File: config.mk
export PLATFORM = sky130hd
export DESIGN_NAME = line_steering_pwm
export DESIGN_NICKNAME = d
export VERILOG_FILES = /design/src/rtl/line_follow_pkg.sv /design/src/rtl/line_steering_pwm_steer_mix.sv /design/src/rtl/line_steering_pwm.sv
export SDC_FILE = /design/constraint.sdc
export NUM_CORES = 1
export LEC_CHECK = 0
export CAP_MARGIN = 10
export CELL_PAD_IN_SITES_DETAIL_PLACEMENT = 1
export CELL_PAD_IN_SITES_GLOBAL_PLACEMENT = 2
export CORE_MARGIN = 3
export CORE_UTILIZATION = 31
export CTS_CLUSTER_DIAMETER = 60
export DETAILED_ROUTE_END_ITERATION = 8
export PLACE_DENSITY_LB_ADDON = 0.1
export SYNTH_ARGS = -nofsm -noshare
export SYNTH_HDL_FRONTEND = slang
export SYNTH_HIERARCHICAL = 1
export SYNTH_SLANG_ARGS = --single-unit
File: constraint.sdc
create_clock -name pixel_clock -period 2.9 [get_ports pixel_clock]
set_clock_uncertainty 0.1 [all_clocks]
set_input_delay 0.58 -clock pixel_clock [delete_from_list [all_inputs] [get_ports pixel_clock]]
set_output_delay 0.58 -clock pixel_clock [all_outputs]
set_load 0.05 [all_outputs]
File: src/rtl/line_follow_pkg.sv
// Shared types and constants for the line follower and its steering back end.
package line_follow_pkg;

   typedef enum logic [1:0] {
      ST_IDLE  = 2'd0,
      ST_TRACK = 2'd1,
      ST_LOST  = 2'd2,
      ST_STOP  = 2'd3
   } steer_state_e;

   localparam int LINE_BINS = 16;
   localparam int CENTER_X2 = 15;
   localparam int ERR_W     = 5;

   // Doubled offset of a bin from image centre: 2*pos - 15, always odd.
   function automatic logic signed [ERR_W-1:0] line_error(input logic [3:0] pos);
      logic [ERR_W-1:0] dbl;
      dbl = {pos, 1'b0};
      return $signed(dbl - ERR_W'(CENTER_X2));
   endfunction

endpackage

File: src/rtl/line_steering_pwm_steer_mix.sv
// steer_mix: combinational mapping from steering error to saturated left/right duties.
module steer_mix
   import line_follow_pkg::*;
#(
   parameter int PWM_WIDTH = 8,
   parameter int BASE_DUTY = 128,
   parameter int GAIN      = 6
) (
   input  logic signed [ERR_W-1:0]     err,
   output logic        [PWM_WIDTH-1:0] left_duty,
   output logic        [PWM_WIDTH-1:0] right_duty
);

   localparam int SUM_W = PWM_WIDTH + 8;
   localparam logic signed [SUM_W-1:0] GAIN_S   = SUM_W'(GAIN);
   localparam logic signed [SUM_W-1:0] BASE_S   = SUM_W'(BASE_DUTY);
   localparam logic signed [SUM_W-1:0] DUTY_MAX = SUM_W'((1 << PWM_WIDTH) - 1);

   logic signed [SUM_W-1:0] err_ext_s;
   logic signed [SUM_W-1:0] offset_s;
   logic signed [SUM_W-1:0] left_sum_s;
   logic signed [SUM_W-1:0] right_sum_s;

   function automatic logic [PWM_WIDTH-1:0] sat_duty(input logic signed [SUM_W-1:0] v);
      if (v[SUM_W-1]) begin
         return {PWM_WIDTH{1'b0}};
      end else if (v > DUTY_MAX) begin
         return {PWM_WIDTH{1'b1}};
      end else begin
         return v[PWM_WIDTH-1:0];
      end
   endfunction

   always_comb begin
      err_ext_s   = {{(SUM_W-ERR_W){err[ERR_W-1]}}, err};
      offset_s    = err_ext_s * GAIN_S;
      left_sum_s  = BASE_S + offset_s;
      right_sum_s = BASE_S - offset_s;
      left_duty   = sat_duty(left_sum_s);
      right_duty  = sat_duty(right_sum_s);
   end

endmodule

File: src/rtl/line_steering_pwm.sv
// Frame-rate steering FSM plus free-running dual PWM for the line follower.
// Optional build macro LINE_STEER_SMOOTH_EN averages each error with the previous one.
module line_steering_pwm
   import line_follow_pkg::*;
#(
   parameter int PWM_WIDTH  = 8,
   parameter int BASE_DUTY  = 128,
   parameter int GAIN       = 6,
   parameter int MIN_EDGES  = 16,
   parameter int LOST_LIMIT = 4
) (
   input  logic             pixel_clock,
   input  logic             reset,
   input  logic             vsync,
   input  logic [3:0]       line_position,
   input  logic [15:0]      max,
   output logic             left_pwm,
   output logic             right_pwm,
   output logic [ERR_W-1:0] steer_error,
   output logic             tracking,
   output logic             stopped
);

   steer_state_e state_q, state_d;

   logic                    vsync_q;
   logic                    frame_end_s;
   logic                    frame_valid_s;
   logic [PWM_WIDTH-1:0]    count_q, count_d;
   logic [PWM_WIDTH-1:0]    pend_l_q, pend_l_d, pend_r_q, pend_r_d;
   logic [PWM_WIDTH-1:0]    act_l_q, act_l_d, act_r_q, act_r_d;
   logic                    left_pwm_q, left_pwm_d, right_pwm_q, right_pwm_d;
   logic [ERR_W-1:0]        err_q, err_d;
   logic [3:0]              lost_q, lost_d;
   logic [3:0]              lost_inc_s;
   logic                    lost_limit_s;
   logic signed [ERR_W-1:0] e_raw_s;
   logic signed [ERR_W-1:0] e_used_s;
   logic [PWM_WIDTH-1:0]    mix_l_s, mix_r_s;

   assign frame_end_s   = vsync_q & ~vsync;
   assign frame_valid_s = (max >= 16'(MIN_EDGES));
   assign e_raw_s       = line_error(line_position);
   assign lost_inc_s    = lost_q + 4'd1;
   assign lost_limit_s  = (lost_inc_s >= 4'(LOST_LIMIT));

`ifdef LINE_STEER_SMOOTH_EN
   logic signed [ERR_W-1:0] e_prev_q, e_prev_d, e_base_s;
   logic        [ERR_W:0]   e_sum_s;

   // Fresh entry into TRACK averages e with itself, so no stale history leaks in.
   always_comb begin
      if (state_q == ST_IDLE || state_q == ST_STOP) begin
         e_base_s = e_raw_s;
      end else begin
         e_base_s = e_prev_q;
      end
      e_sum_s  = {e_raw_s[ERR_W-1], e_raw_s} + {e_base_s[ERR_W-1], e_base_s};
      e_used_s = e_sum_s[ERR_W:1];
   end
`else
   assign e_used_s = e_raw_s;
`endif

   steer_mix #(
      .PWM_WIDTH (PWM_WIDTH),
      .BASE_DUTY (BASE_DUTY),
      .GAIN      (GAIN)
   ) u_mix (
      .err        (e_used_s),
      .left_duty  (mix_l_s),
      .right_duty (mix_r_s)
   );

   always_ff @(posedge pixel_clock) begin
      if (reset) begin
         state_q <= ST_IDLE;
      end else begin
         state_q <= state_d;
      end
   end

   always_comb begin
      state_d = state_q;
      if (frame_end_s) begin
         case (state_q)
            ST_IDLE:  state_d = frame_valid_s ? ST_TRACK : ST_IDLE;
            ST_TRACK: state_d = frame_valid_s ? ST_TRACK : ST_LOST;
            ST_LOST: begin
               if (frame_valid_s) begin
                  state_d = ST_TRACK;
               end else if (lost_limit_s) begin
                  state_d = ST_STOP;
               end else begin
                  state_d = ST_LOST;
               end
            end
            ST_STOP:  state_d = frame_valid_s ? ST_TRACK : ST_STOP;
            default:  state_d = ST_IDLE;
         endcase
      end else begin
         state_d = state_q;
      end
   end

   always_comb begin
      pend_l_d = pend_l_q;
      pend_r_d = pend_r_q;
      err_d    = err_q;
      lost_d   = lost_q;
`ifdef LINE_STEER_SMOOTH_EN
      e_prev_d = e_prev_q;
`endif
      if (frame_end_s) begin
         if (frame_valid_s) begin
            pend_l_d = mix_l_s;
            pend_r_d = mix_r_s;
            err_d    = e_used_s;
            lost_d   = 4'd0;
`ifdef LINE_STEER_SMOOTH_EN
            e_prev_d = e_raw_s;
`endif
         end else begin
            case (state_q)
               ST_TRACK: lost_d = 4'd1;
               ST_LOST: begin
                  lost_d = lost_inc_s;
                  if (lost_limit_s) begin
                     pend_l_d = {PWM_WIDTH{1'b0}};
                     pend_r_d = {PWM_WIDTH{1'b0}};
                  end else begin
                     pend_l_d = pend_l_q;
                     pend_r_d = pend_r_q;
                  end
               end
               default: begin
                  pend_l_d = {PWM_WIDTH{1'b0}};
                  pend_r_d = {PWM_WIDTH{1'b0}};
               end
            endcase
         end
      end else begin
         lost_d = lost_q;
      end

      // Active duties change only at the period boundary to keep every period whole.
      count_d     = count_q + {{(PWM_WIDTH-1){1'b0}}, 1'b1};
      act_l_d     = (&count_q) ? pend_l_q : act_l_q;
      act_r_d     = (&count_q) ? pend_r_q : act_r_q;
      left_pwm_d  = (count_q < act_l_q);
      right_pwm_d = (count_q < act_r_q);
   end

   always_comb begin
      tracking    = (state_q == ST_TRACK);
      stopped     = (state_q == ST_IDLE) || (state_q == ST_STOP);
      left_pwm    = left_pwm_q;
      right_pwm   = right_pwm_q;
      steer_error = err_q;
   end

   always_ff @(posedge pixel_clock) begin
      if (reset) begin
         vsync_q     <= 1'b0;
         count_q     <= {PWM_WIDTH{1'b0}};
         pend_l_q    <= {PWM_WIDTH{1'b0}};
         pend_r_q    <= {PWM_WIDTH{1'b0}};
         act_l_q     <= {PWM_WIDTH{1'b0}};
         act_r_q     <= {PWM_WIDTH{1'b0}};
         left_pwm_q  <= 1'b0;
         right_pwm_q <= 1'b0;
         err_q       <= {ERR_W{1'b0}};
         lost_q      <= 4'd0;
`ifdef LINE_STEER_SMOOTH_EN
         e_prev_q    <= {ERR_W{1'b0}};
`endif
      end else begin
         vsync_q     <= vsync;
         count_q     <= count_d;
         pend_l_q    <= pend_l_d;
         pend_r_q    <= pend_r_d;
         act_l_q     <= act_l_d;
         act_r_q     <= act_r_d;
         left_pwm_q  <= left_pwm_d;
         right_pwm_q <= right_pwm_d;
         err_q       <= err_d;
         lost_q      <= lost_d;
`ifdef LINE_STEER_SMOOTH_EN
         e_prev_q    <= e_prev_d;
`endif
      end
   end

endmodule
==> metrics.csv, run 1 <==
metric,value,unit
port_buffers,27,
synth_compound_area_frac,0.263,
netlist-cell-type-count,64,
synth_top_family_by_area,compound AO/OA/AOI/OAI gates,
final_max_slew_viol_count,0,
synth_edf_count,0,
dp_hpwl,7130,microns
outcome,completed,
io_pins,32,
drtPass1Iterations,4,
diodes,0,
synth_top_area_frac,0.311,
post_drt_wl_per_cell,15.4,microns
worst-r2r-cell-count,6,
fin_area,4270,sq um
clock_path_buffers,2,
synth_fa_ha_area_frac,0.107,
power_leakage,1.52,nW
synth_commonest_cells,"54 x dfxtp_1, 44 x o21ai_0, 40 x nand2_1",
muxShareOfSynthArea,0.00612,
async_reset_ff_frac,0,
drtIter0Drc,139,
ant_nets,0,
place_congestion,0.749,
period_needed,2.80,ns
hold_path_depth,2,
cts_tree,done,
cts_sinks,54,
worstPathArrival,2.91,ns
dpl_worst_slack,-0.576,ns
whs,0.376,ns
synth-simple-area-share,0.234,
power,1.63,mW
synth_seq_area_share,0.311,
setup_viol,0,
syn_area,3480,sq um
grt_max_degree,26,
grt_pass1_wl,16600,microns
ir_drop,0.000156,V
worstSetupPathType,primary input to flip-flop,
cp_num_cells,10,
worst_slew_pin_slew,0.704,ns
synth_area_per_cell,8.10,sq um
setup.worst_path.start_class,primary input,
syn_to_final_growth,22.8,%
hold_viol,0,
grt_usage,0.159,
p_per_area,381,nW/um^2
slew_headroom,0.530,
fmax,0.358,GHz
max_stage_delay,0.42,ns
fillers,1326,
path_clk_slew,0.11,ns
cp_cell_sequence,"clkdlybuf4s50_1, ha_1, ha_1, a211oi_2, o31a_1, nor3_4, buf_12, or2_2, nand2_1, o211ai_1",
final_nets,537,
coreArea,10900,sq um
dpl_cell_area,4130,sq um
htree_num_levels,2,
fin_util,0.392,
drc,0,
cts_root_buffer,clkbuf_8,
synth-seq-cells,54,
synth_top_area_cell,dfxtp_1,
cp.required,3.02,ns
dieHeight,112,microns
synthCells,429,
post-route-period-util,0.964,
postCtsHoldBufs,0,
gr-total-overflow,0,
grt_pass1_vias,3348,
yosys.area_share.xor_xnor,0.0223,
finalWirelength,9650,microns
crit_slowest_cell,clkdlybuf4s50_1,
hold_class,flip-flop to flip-flop,
crit_top_cell,ha_1,
rsz0062_at_grt,false,
max-cap-violations,0,
worstPathMaxFanout,10,
critPathCaptureType,flip-flop,
die-width,112,microns
yosys_most_used_dff,dfxtp_1,
drive_gt1_frac,0.150,
synth.most_common_cell,dfxtp_1,
synthTopCellsByArea,"dfxtp_1 31%, ha_1 10%, o21ai_0 6.3%, a21oi_1 5.6%, nand2_1 4.3%",
ys_warn_count,6,
cp_num_buf_inv,2,
num_vias,3166,
path_delay_family,adder cells,
numCtsBuffers,5,
clk-insertion-delay-late,0.32,ns
layout_setup_ws,0.104,ns
routed_via_density,5.06,
antenna_found_initial,0,
initial_utilization,0.319,
fp-row-count,38,
die_area,12500,sq um
[state kept, by name, summed over array words and instances, names as in the netlist]
signal	flops
pend_r_q	8
left_pwm	1
act_r_q	8
right_pwm	1
act_l_q	8
lost_q	4
vsync_q	1
steer_error	5
pend_l_q	8
state_q	2
count_q	8
[path summary, 6_finish.rpt]
| kind | from | to | slack (ns) |
|---|---|---|---|
| hold reg to reg | pend_l_q[4] | act_l_q[4] | 0.38 |
| setup reg to reg | count_q[0] | act_l_q[6] | 0.98 |
| hold / removal | pend_l_q[4] | act_l_q[4] | 0.38 |
| setup / recovery | line_position[2] | pend_l_q[5] | 0.10 |
[cells by family (layout without fill, tap and decap cells)]
family | after synthesis | after routing
flip-flops | 54 | 54
AND/OR/NAND/NOR | 144 | 144
XOR/XNOR | 8 | 8
other | 1 | 7
AO/OA/AOI/OAI | 143 | 143
adder cells (fa/ha/maj) | 29 | 29
multiplexers | 2 | 2
buffers and inverters | 48 | 99
[cells in the final DEF (no fill, tap or decap), types with 2 or more instances in the layout]
| cell | netlist | final |
|---|---|---|
| nor4_4 | 4 | 4 |
| nand2b_1 | 5 | 5 |
| ha_1 | 28 | 26 |
| nand2_1 | 40 | 40 |
| o211ai_1 | 19 | 19 |
| o211a_1 | 2 | 2 |
| nand3_1 | 26 | 26 |
| xor2_1 | 4 | 4 |
| o31a_1 | 2 | 2 |
| clkbuf_8 | 0 | 6 |
| buf_4 | 3 | 37 |
| clkdlybuf4s50_1 | 0 | 24 |
| o21a_1 | 3 | 3 |
| or2_2 | 3 | 3 |
| xnor2_1 | 3 | 3 |
| a41oi_1 | 2 | 2 |
| o32ai_1 | 2 | 2 |
| o21ai_0 | 44 | 44 |
| a21o_1 | 6 | 6 |
| ha_2 | 0 | 2 |
| conb_1 | 1 | 7 |
| buf_12 | 0 | 2 |
| dfxtp_1 | 54 | 54 |
| a2111oi_0 | 3 | 3 |
| nor2_1 | 20 | 19 |
| nor3_1 | 5 | 5 |
| nor3b_1 | 3 | 3 |
| and3_1 | 3 | 3 |
| dlygate4sd2_1 | 0 | 2 |
| a211oi_1 | 4 | 4 |
| inv_1 | 25 | 25 |
| a21oi_1 | 39 | 39 |
| nor2b_1 | 22 | 22 |
| or3_1 | 2 | 2 |
[per-layer routing]
| metal | global-route usage | vias up | part of all wire |
|---|---|---|---|
| li1 | - | 1642 | - |
| met1 | 0.213 | 1485 | 0.50 |
| met2 | 0.270 | 31 | 0.47 |
| met3 | 0.0239 | 8 | 0.021 |
| met4 | 0.0341 | 0 | 0.0083 |
| met5 | 0 | - | 0 |
[per-stage QoR]
step | std cells | setup TNS [ns]
after floorplan | 435 | 0
after global routing | 626 | 0
after CTS | 626 | 0
after detailed placement | 616 | -7.34
after global placement | 616 | -6.47
final | 626 | 0
[worst min-delay path: stages, from the launching register on]
cell	delay, ns
dfxtp_1	0.34
nand2_1	0.05
a21oi_1	0.05
[timing repair]
action,in CTS,in global routing
buffers inserted,2,0
endpoints found under the setup margin,14,2
gates resized for setup,6,2
pin swaps,2,0
[cell type report]
cell class,count,area (sq um),area share
Tap cell,140,175,0.0410
Inverter,25,93.8,0.0220
Clock inverter,2,16.3,0.00381
Timing Repair Buffer,66,581,0.136
Sequential cell,54,1080,0.253
Clock buffer,6,82.6,0.0193
Multi-Input combinational cell,333,2240,0.525
[where the power goes]
group          internal [mW]  total [mW]  switching (mW)
combinational          0.179       0.369           0.190
clock                  0.198       0.481           0.284
sequential             0.762       0.778          0.0164
total                   1.14        1.63           0.490
Note: power is estimated with default switching activity, not from simulation.
==> run 2: changes to the inputs <==
SLEW_MARGIN = 20   (was unset)
==> results of run 2 <==
Same layout as run 1: the final DEF is identical, and so are final timing and power.
==> run 3: changes to the inputs <==
ABC_AREA = 0   (was unset)
CAP_MARGIN = unset   (was 10)
TNS_END_PERCENT = 10   (was unset)
==> results of run 3 <==
Same layout as run 1: the final DEF is identical, and so are final timing and power.
